$ cat src/rtl/keypad_emulator_if.sv
// ---------------------------------------------------------------------------
// keypad_emulator_if
// Bundles the press-command handshake and the scanner-facing matrix lines of
// the keypad emulator.
//   master : command source / scanner side (drives key_valid, key_hex,
//            hold_cycles, row; observes key_ready, col, contact, busy, done)
//   slave  : the emulator itself
// ---------------------------------------------------------------------------
interface keypad_emulator_if;
    logic        key_valid;
    logic [3:0]  key_hex;
    logic [15:0] hold_cycles;
    logic        key_ready;
    logic [3:0]  row;
    logic [3:0]  col;
    logic        contact;
    logic        busy;
    logic        done;

    modport master (
        output key_valid, key_hex, hold_cycles, row,
        input  key_ready, col, contact, busy, done
    );

    modport slave (
        input  key_valid, key_hex, hold_cycles, row,
        output key_ready, col, contact, busy, done
    );
endinterface

$ cat src/rtl/keypad_emulator.sv
// ---------------------------------------------------------------------------
// keypad_emulator
// Behaves like a 4x4 matrix keypad with one switch pressed on command. The
// scanner drives rows; col returns the pressed key's column whenever that
// key's row is driven and the (registered) switch contact is closed.
//
// Ports
//   clk, reset : clock, synchronous active-high reset
//   kp (slave) : key_valid/key_hex/hold_cycles/key_ready command handshake,
//                row in, col/contact/busy/done out
//
// Build option
//   KEYPAD_BOUNCE_EN : when defined, contact chatters (LFSR driven) for
//                      BOUNCE_CYCLES cycles on press and on release. When
//                      undefined the contact is a clean step.
// ---------------------------------------------------------------------------
module keypad_emulator #(
    parameter int unsigned BOUNCE_CYCLES = 64,
    parameter int unsigned GAP_CYCLES    = 16,
    parameter logic [15:0] LFSR_SEED     = 16'hACE1
) (
    input  logic              clk,
    input  logic              reset,
    keypad_emulator_if.slave  kp
);
    typedef enum logic [2:0] {
        S_IDLE, S_BOUNCE_IN, S_HOLD, S_BOUNCE_OUT, S_GAP
    } state_t;

    // Counters hold "cycles remaining - 1"; a zero length is stretched to 1.
    localparam logic [15:0] GAP_LOAD = (GAP_CYCLES == 0) ? 16'd0 : 16'(GAP_CYCLES - 1);

    state_t      state_q, state_d;
    logic [15:0] cnt_q, cnt_d;
    logic [1:0]  key_row_q, key_row_d;
    logic [1:0]  key_col_q, key_col_d;
    logic        contact_q, contact_d;
    logic [15:0] hold_eff;
    logic [3:0]  key_pos;

    // Keypad legend -> {row, col}
    function automatic logic [3:0] decode(input logic [3:0] hex);
        case (hex)
            4'h1: decode = {2'd0, 2'd0};
            4'h2: decode = {2'd0, 2'd1};
            4'h3: decode = {2'd0, 2'd2};
            4'hA: decode = {2'd0, 2'd3};
            4'h4: decode = {2'd1, 2'd0};
            4'h5: decode = {2'd1, 2'd1};
            4'h6: decode = {2'd1, 2'd2};
            4'hB: decode = {2'd1, 2'd3};
            4'h7: decode = {2'd2, 2'd0};
            4'h8: decode = {2'd2, 2'd1};
            4'h9: decode = {2'd2, 2'd2};
            4'hC: decode = {2'd2, 2'd3};
            4'hE: decode = {2'd3, 2'd0};
            4'h0: decode = {2'd3, 2'd1};
            4'hF: decode = {2'd3, 2'd2};
            default: decode = {2'd3, 2'd3}; // 4'hD
        endcase
    endfunction

    assign hold_eff = (kp.hold_cycles == 16'd0) ? 16'd1 : kp.hold_cycles;
    assign key_pos  = decode(kp.key_hex);

`ifdef KEYPAD_BOUNCE_EN
    localparam logic [15:0] BOUNCE_LOAD = (BOUNCE_CYCLES == 0) ? 16'd0 : 16'(BOUNCE_CYCLES - 1);

    logic [15:0] lfsr_q, lfsr_d;
    logic [15:0] hold_q, hold_d;   // HOLD starts after bounce, so keep the length

    // Fibonacci, taps 16,14,13,11; new bit enters at bit 0
    function automatic logic [15:0] lfsr_step(input logic [15:0] s);
        lfsr_step = {s[14:0], s[15] ^ s[13] ^ s[12] ^ s[10]};
    endfunction
`else
    logic unused_cfg;
    assign unused_cfg = ^{LFSR_SEED, 32'(BOUNCE_CYCLES)};
`endif

    always_comb begin
        state_d   = state_q;
        cnt_d     = cnt_q;
        key_row_d = key_row_q;
        key_col_d = key_col_q;
`ifdef KEYPAD_BOUNCE_EN
        hold_d    = hold_q;
        lfsr_d    = lfsr_q;
`endif
        case (state_q)
            S_IDLE: begin
                if (kp.key_valid) begin
                    key_row_d = key_pos[3:2];
                    key_col_d = key_pos[1:0];
`ifdef KEYPAD_BOUNCE_EN
                    hold_d  = hold_eff;
                    state_d = S_BOUNCE_IN;
                    cnt_d   = BOUNCE_LOAD;
`else
                    state_d = S_HOLD;
                    cnt_d   = hold_eff - 16'd1;
`endif
                end
            end
`ifdef KEYPAD_BOUNCE_EN
            S_BOUNCE_IN: begin
                if (cnt_q == 16'd0) begin
                    state_d = S_HOLD;
                    cnt_d   = hold_q - 16'd1;
                end else begin
                    cnt_d = cnt_q - 16'd1;
                end
            end
            S_BOUNCE_OUT: begin
                if (cnt_q == 16'd0) begin
                    state_d = S_GAP;
                    cnt_d   = GAP_LOAD;
                end else begin
                    cnt_d = cnt_q - 16'd1;
                end
            end
`endif
            S_HOLD: begin
                if (cnt_q == 16'd0) begin
`ifdef KEYPAD_BOUNCE_EN
                    state_d = S_BOUNCE_OUT;
                    cnt_d   = BOUNCE_LOAD;
`else
                    state_d = S_GAP;
                    cnt_d   = GAP_LOAD;
`endif
                end else begin
                    cnt_d = cnt_q - 16'd1;
                end
            end
            S_GAP: begin
                if (cnt_q == 16'd0) begin
                    state_d = S_IDLE;
                    cnt_d   = 16'd0;
                end else begin
                    cnt_d = cnt_q - 16'd1;
                end
            end
            default: begin
                state_d = S_IDLE;
                cnt_d   = 16'd0;
            end
        endcase

        // Contact follows the state being entered, so it is registered
        // alongside it and first changes the cycle after accept.
        contact_d = (state_d == S_HOLD);
`ifdef KEYPAD_BOUNCE_EN
        if (state_d == S_BOUNCE_IN || state_d == S_BOUNCE_OUT) begin
            lfsr_d    = lfsr_step(lfsr_q);
            contact_d = lfsr_d[0];
        end
`endif
    end

    always_ff @(posedge clk) begin
        if (reset) begin
            state_q   <= S_IDLE;
            cnt_q     <= 16'd0;
            key_row_q <= 2'd3;   // hex 0 position
            key_col_q <= 2'd1;
            contact_q <= 1'b0;
`ifdef KEYPAD_BOUNCE_EN
            hold_q    <= 16'd1;
            lfsr_q    <= LFSR_SEED;
`endif
        end else begin
            state_q   <= state_d;
            cnt_q     <= cnt_d;
            key_row_q <= key_row_d;
            key_col_q <= key_col_d;
            contact_q <= contact_d;
`ifdef KEYPAD_BOUNCE_EN
            hold_q    <= hold_d;
            lfsr_q    <= lfsr_d;
`endif
        end
    end

    assign kp.key_ready = (state_q == S_IDLE);
    assign kp.busy      = (state_q != S_IDLE);
    assign kp.done      = (state_q == S_GAP) && (cnt_q == 16'd0);
    assign kp.contact   = contact_q;
    // Switch path: purely combinational from row, like a real closed contact.
    assign kp.col       = (contact_q && kp.row[key_row_q]) ? (4'b0001 << key_col_q) : 4'b0000;

endmodule

$ cat src/flat_wrapper.sv
// flat-port wrapper written by rule: the top's interface ports become plain ports
module keypad_emulator_flat 
#(
    parameter int unsigned BOUNCE_CYCLES = 64,
    parameter int unsigned GAP_CYCLES    = 16,
    parameter logic [15:0] LFSR_SEED     = 16'hACE1
)
  (clk, reset, kp_key_valid, kp_key_hex, kp_hold_cycles, kp_row, kp_key_ready, kp_col, kp_contact, kp_busy, kp_done);
  keypad_emulator_if kp_i ();
  input  logic clk;
  input  logic reset;
  input wire logic [$bits(kp_i.key_valid)-1:0] kp_key_valid;
  input wire logic [$bits(kp_i.key_hex)-1:0] kp_key_hex;
  input wire logic [$bits(kp_i.hold_cycles)-1:0] kp_hold_cycles;
  input wire logic [$bits(kp_i.row)-1:0] kp_row;
  output wire logic [$bits(kp_i.key_ready)-1:0] kp_key_ready;
  output wire logic [$bits(kp_i.col)-1:0] kp_col;
  output wire logic [$bits(kp_i.contact)-1:0] kp_contact;
  output wire logic [$bits(kp_i.busy)-1:0] kp_busy;
  output wire logic [$bits(kp_i.done)-1:0] kp_done;
  assign kp_i.key_valid = kp_key_valid;
  assign kp_i.key_hex = kp_key_hex;
  assign kp_i.hold_cycles = kp_hold_cycles;
  assign kp_i.row = kp_row;
  assign kp_key_ready = kp_i.key_ready;
  assign kp_col = kp_i.col;
  assign kp_contact = kp_i.contact;
  assign kp_busy = kp_i.busy;
  assign kp_done = kp_i.done;
  keypad_emulator #(.BOUNCE_CYCLES(BOUNCE_CYCLES), .GAP_CYCLES(GAP_CYCLES), .LFSR_SEED(LFSR_SEED)) u_core (.clk(clk), .reset(reset), .kp(kp_i));
endmodule
$ cat config.mk
export PLATFORM = sky130hd
export DESIGN_NAME = keypad_emulator_flat
export DESIGN_NICKNAME = d
export VERILOG_FILES = /design/src/rtl/keypad_emulator_if.sv /design/src/rtl/keypad_emulator.sv /design/src/flat_wrapper.sv
export SDC_FILE = /design/constraint.sdc
export NUM_CORES = 1
export LEC_CHECK = 0
export ABC_AREA = 1
export BUFFER_PORTS_ARGS = -buffer_cell sky130_fd_sc_hd__buf_2
export CORE_UTILIZATION = 55
export DETAILED_ROUTE_END_ITERATION = 7
export PLACE_DENSITY = 0.78
export SYNTH_ARGS = -nofsm -noshare
export SYNTH_HDL_FRONTEND = slang
export SYNTH_SLANG_ARGS = --single-unit
$ cat constraint.sdc
create_clock -name clk -period 3.85 [get_ports clk]
set_input_delay 0.385 -clock clk [delete_from_list [all_inputs] [get_ports clk]]
set_output_delay 0.385 -clock clk [all_outputs]
set_load 0.02 [all_outputs]
# Word-level counts from Yosys, hierarchy flattened
# Memory sizes are Yosys's and may differ from the RTL's. A register that Yosys moved wholly into a read port is not among the register bits.
# Cells that the tools add are included.
[word_totals] reg_bits=20 romBits=64 inputBits=27 out_inout_bits=8 n_memories=1
[memory_table] memory="(name not given)" words=16 width=4 rd=1 rd_clocked_by_memory_dff=1 wr=0 line_no="keypad_emulator.sv:43" rtl="case (hex)"
[op_classes] add_sub_neg=2 order_cmp=1 n_eq_ne=4 shifts=1 muxes=12 reduce_logical=7
[op_table] op="two-way mux 16 bit" n=4
[op_table] op="case mux 16 bit (3 select lines)" n=1
[op_table] op="zero test 16 bit" n=2
[op_table] op="subtractor 16 x 1 -> 16 bit (second input constant)" n=2
[op_table] op="two-way mux 3 bit" n=3
[op_table] op="case mux 3 bit (3 select lines)" n=1
[op_table] op="== test 3 x 2 -> 1 bit (second input constant)" n=2
[op_table] op="two-way mux 4 bit" n=1
[op_table] op="<< shifter 1 x 2 -> 4 bit (first input constant)" n=1
[op_table] op="== test 3 bit (second input constant)" n=1
[op_table] op="zero test 3 bit" n=1
[op_table] op="< comparator 2 x 3 -> 1 bit (second input constant)" n=1
[op_table] op="nonzero test 3 bit" n=1
[op_table] op="binary-select mux 1 bit (select 2 bit)" n=1
[op_table] op="logical AND 1 bit" n=2
[op_table] op="inequality test 2 bit (second input constant)" n=1
[op_table] op="AND reduction 2 bit" n=1
[op_table] op="two-way mux 1 bit" n=1

# Longest topological paths before layout
[depth] depth_word=5 mapped_depth=16 ltp_nobuf=16

# Worst setup path before layout
# Ideal clock, no wire load.
[synth_timing] path_kind="flip-flop to output port" start="reg u_core.cnt_q[0]" end="out kp_done" arrival_ns=1.772 t_required_ns=3.465 path_slack_ns=1.693 path_stages_with_launch=9 cell_sequence="dfxtp_1 -> inv_1 -> ha_1 -> nand3_2 -> nor2_4 -> inv_1 -> nor4_1 -> nand3_1 -> nor4_1"
[synth_via] elab_chain_cells=2
[synth_rtl] element="start, declared" line_no="keypad_emulator.sv:34" rtl="logic [15:0] cnt_q, cnt_d;"
[synth_rtl] element="start signal, assigned" line_no="keypad_emulator.sv:174" rtl="cnt_q <= cnt_d;"
[synth_rtl] element="zero test 16 bit" line_no="keypad_emulator.sv:187" rtl="assign kp.done = (state_q == S_GAP) && (cnt_q == 16'd0);"
[synth_rtl] element="logical AND 1 bit" line_no="keypad_emulator.sv:187"
[synth_rtl] element="end, declared" line_no="flat_wrapper.sv:20" rtl="output wire logic [$bits(kp_i.done)-1:0] kp_done;"
# No other way between the ends.

# Worst setup path after layout
# Same ends and word-level chain as after synthesis.

==> impl_metrics.ini <==
[pwr]
netSwitchingPower_w = 0.000228
p_comb_frac = 0.308
ir_worst_vdd_uv = 252
p_leak_nw = 1.08
power.share.clock = 0.281
cellPowerDensity_nw_per_um2 = 299
p_int_w = 0.000444
swShare = 0.339
power_frac_seq = 0.412

[sta]
hold_viol_final = 0
setup_viol = 0
finalCritPeriodShare = 0.650
rsz0062_at_grt = no
finClkSkew_ps = 8.35
timing.fmax_mhz = 400
layout_min_cycle_time_ps = 2500
setup-tns-final_ps = 0
drv_slew = 0

[route]
drc = 0
drt_first_iter_violations = 95
dr.pass1.iters = 5
num_vias = 2103
routedWlPerCell_um = 11.2
detail-route-antenna-nets = 0
vias_per_cell = 5.19
wl_mm = 4.55

[floorplan]
ios = 35
fp.dieH_um = 62.3
die_x_um = 62.3
core-area_um2 = 3420
dieArea_um2 = 3890
fp-row-count = 21
initial_core_util = 0.586

[clock_tree]
clk_path_buf_depth = 2
holdBufCountCts = 0
cts-htree-levels = 1
post_cts_buffers = 0
path_clk_slew_ps = 140
clock_latency_ps = 330
cts_tree = yes
cts.sinks = 24
ctsRootBufferMaster = clkbuf_4
postCtsResizedCells = 0
cts_made_buffers = 3

[finish]
multi_input_area_um2 = 1310
layout-drive-gt1-share = 0.195
post-route-util = 0.658
fill_cells = 324
final_net_count = 389
syn2layout_area_growth_pct = 12.2
instances_no_fill = 405
seq_area_um2 = 480
n_antenna_cell = 0

[placed_design]
io_buffer_count = 34
place_inst = 401
gp_congestion = 0.855
dp.final_hpwl_mm = 3.53

[run_status]
status = completed

[yosys]
syn_avg_cell_area_um2 = 6.12
ys_seq_area_frac = 0.240
synth_area_leaders = dfxtp_1 (24%), nand2_1 (17%), inv_1 (7.5%)
syn_nets = 356
synth_area_leader_cell = dfxtp_1
synth-seq-cells = 24
synth_top_area_share = 0.240
synth_cell_types = 39
ys_warn_count = 0
netlist_instances = 327
syn-cell-area_um2 = 2000

[min_path]
hold_class = input port to flip-flop
hold_start = kp_key_hex[3]

[worst_setup_path]
max_stage_delay_ps = 360
crit_type = flip-flop to output pin
start_kind = flip-flop
worstPathCellList = inv_1, ha_1, nand3_2, nor2_4, inv_1, nor4_1, nand3_1, nor4_1, buf_2
cpMaxStageDelayCell = dfxtp_1
cp-startpoint = u_core.cnt_q[0]
required_ps = 3460
crit_fanout = 3
regToRegStartpoint = u_core.state_q[1]
cp.arrival_ps = 2120
endpoint_kind = output pin

[global_route]
gr-usage-all-layers = 0.249
grt_max_degree = 23
grt_pass1_vias = 1917
grt_pass1_wl_mm = 7.91
overflow = 0
antenna_found_initial = 0

[flow_run]
max_cap_viol_count = 0
[layout by cell type (no fill, tap or decap), types with 3 or more instances in the layout]
master,netlist,final
o21ai_1,8,8
nor2_2,9,9
o21ai_0,12,12
xor2_1,10,10
nand4_1,3,3
nor3_1,6,6
inv_1,40,40
a21oi_2,5,5
xnor2_1,3,3
nor2_1,36,36
o211ai_1,4,4
buf_2,2,34
nand3_1,19,19
dfxtp_1,24,24
clkbuf_4,0,3
a21oi_1,21,21
inv_2,4,4
nand2_1,91,91
nand2_2,3,3
[per-layer routing]
| metal | vias to the layer above | share of wire | wire, um | track usage |
|---|---|---|---|---|
| met5 | - | 0 | 0 | 0 |
| met4 | 0 | 0.011 | 51 | 0.0669 |
| met3 | 4 | 0.041 | 188 | 0.0386 |
| met2 | 46 | 0.45 | 2070 | 0.420 |
| met1 | 938 | 0.49 | 2240 | 0.327 |
| li1 | 1115 | - | - | - |
[worst paths after layout]
path | end | slack, ps | depth (start not counted)
worst max-delay path | kp_done | 1350 | 9
worst min-delay path | u_core.key_col_q[1] | 350 | 3
worst max register to register | u_core.cnt_q[7] | 2030 | 8
worst min register to register | u_core.cnt_q[3] | 490 | 2
[cell families after synthesis]
logic type / Yosys count / share of synthesized area
adder cells (fa/ha/maj): 2 / 0.0125
AO/OA/AOI/OAI: 56 / 0.162
flip-flops: 24 / 0.240
XOR/XNOR: 13 / 0.0569
other: 1 / 0.00187
buffers and inverters: 51 / 0.104
AND/OR/NAND/NOR: 180 / 0.423
[sequential cells by signal, summed over array words and instances, names as in the netlist]
| signal | count |
|---|---|
| u_core.key_col_q | 2 |
| u_core.cnt_q | 16 |
| u_core.key_row_q | 2 |
| u_core.state_q | 3 |
| u_core.kp.contact | 1 |
[critical path: cells and delay by family, from the launching register on]
kind,cells,cell delay [ps]
fa+ha+maj,1,230
buf+inv,3,360
flops,1,360
simple gates,5,850
[cell usage after synthesis]
| cell | n |
|---|---|
| nor3_1 | 6 |
| xor2_1 | 10 |
| o31ai_1 | 1 |
| o21bai_1 | 1 |
| o32ai_1 | 1 |
| buf_6 | 1 |
| nor2_4 | 2 |
| inv_4 | 1 |
| conb_1 | 1 |
| a21oi_1 | 21 |
| nand2_2 | 3 |
| o22ai_1 | 1 |
| o21ai_0 | 12 |
| a21oi_2 | 5 |
| ha_1 | 2 |
| dfxtp_1 | 24 |
| nand2_4 | 1 |
| nand3b_1 | 1 |
| nor4_1 | 2 |
| nor2_2 | 9 |
| nand4_2 | 1 |
| nand3_2 | 1 |
| o211ai_1 | 4 |
| buf_2 | 2 |
| a31oi_1 | 1 |
| clkbuf_1 | 2 |
| nor3_2 | 2 |
| o21ai_1 | 8 |
| nor2_1 | 36 |
| nand3_1 | 19 |
| nand4_1 | 3 |
| nand3_4 | 2 |
| nand2_1 | 91 |
| inv_2 | 4 |
| xnor2_1 | 3 |
| inv_1 | 40 |
| buf_4 | 1 |
| nor2_8 | 1 |
| o2bb2ai_1 | 1 |
[metrics by stage]
stage          hold WS (ps)  power (W)  instance area, um^2  worst slack, ps
2_1_floorplan           455   0.000436                 2000             1690
3_3_place_gp            465   0.000484                 2190             1680
3_5_place_dp            470   0.000487                 2190             1560
4_1_cts                 326   0.000676                 2250             1320
5_1_grt                 351   0.000713                 2250             1140
6_report                352   0.000672                 2250             1350
[final cells by class]
type / instances / share of cell area
inverters: 45 / 0.0763
well taps: 46 / 0.0256
multi-input cells: 252 / 0.585
clock buffers: 3 / 0.0100
clock inverters: 1 / 0.0134
flip-flops and latches: 24 / 0.214
repair buffers: 34 / 0.0758
[power by group through the flow]
stage	Combinational [W]	Clock (W)	Sequential (W)
finish	0.000207	0.000189	0.000277
global route	0.000234	0.000200	0.000279
CTS	0.000206	0.000193	0.000277
detailed placement	0.000205	0	0.000282
global placement	0.000202	0	0.000282
floorplan	0.000157	0	0.000280
Note: power is estimated with default switching activity, not from simulation.
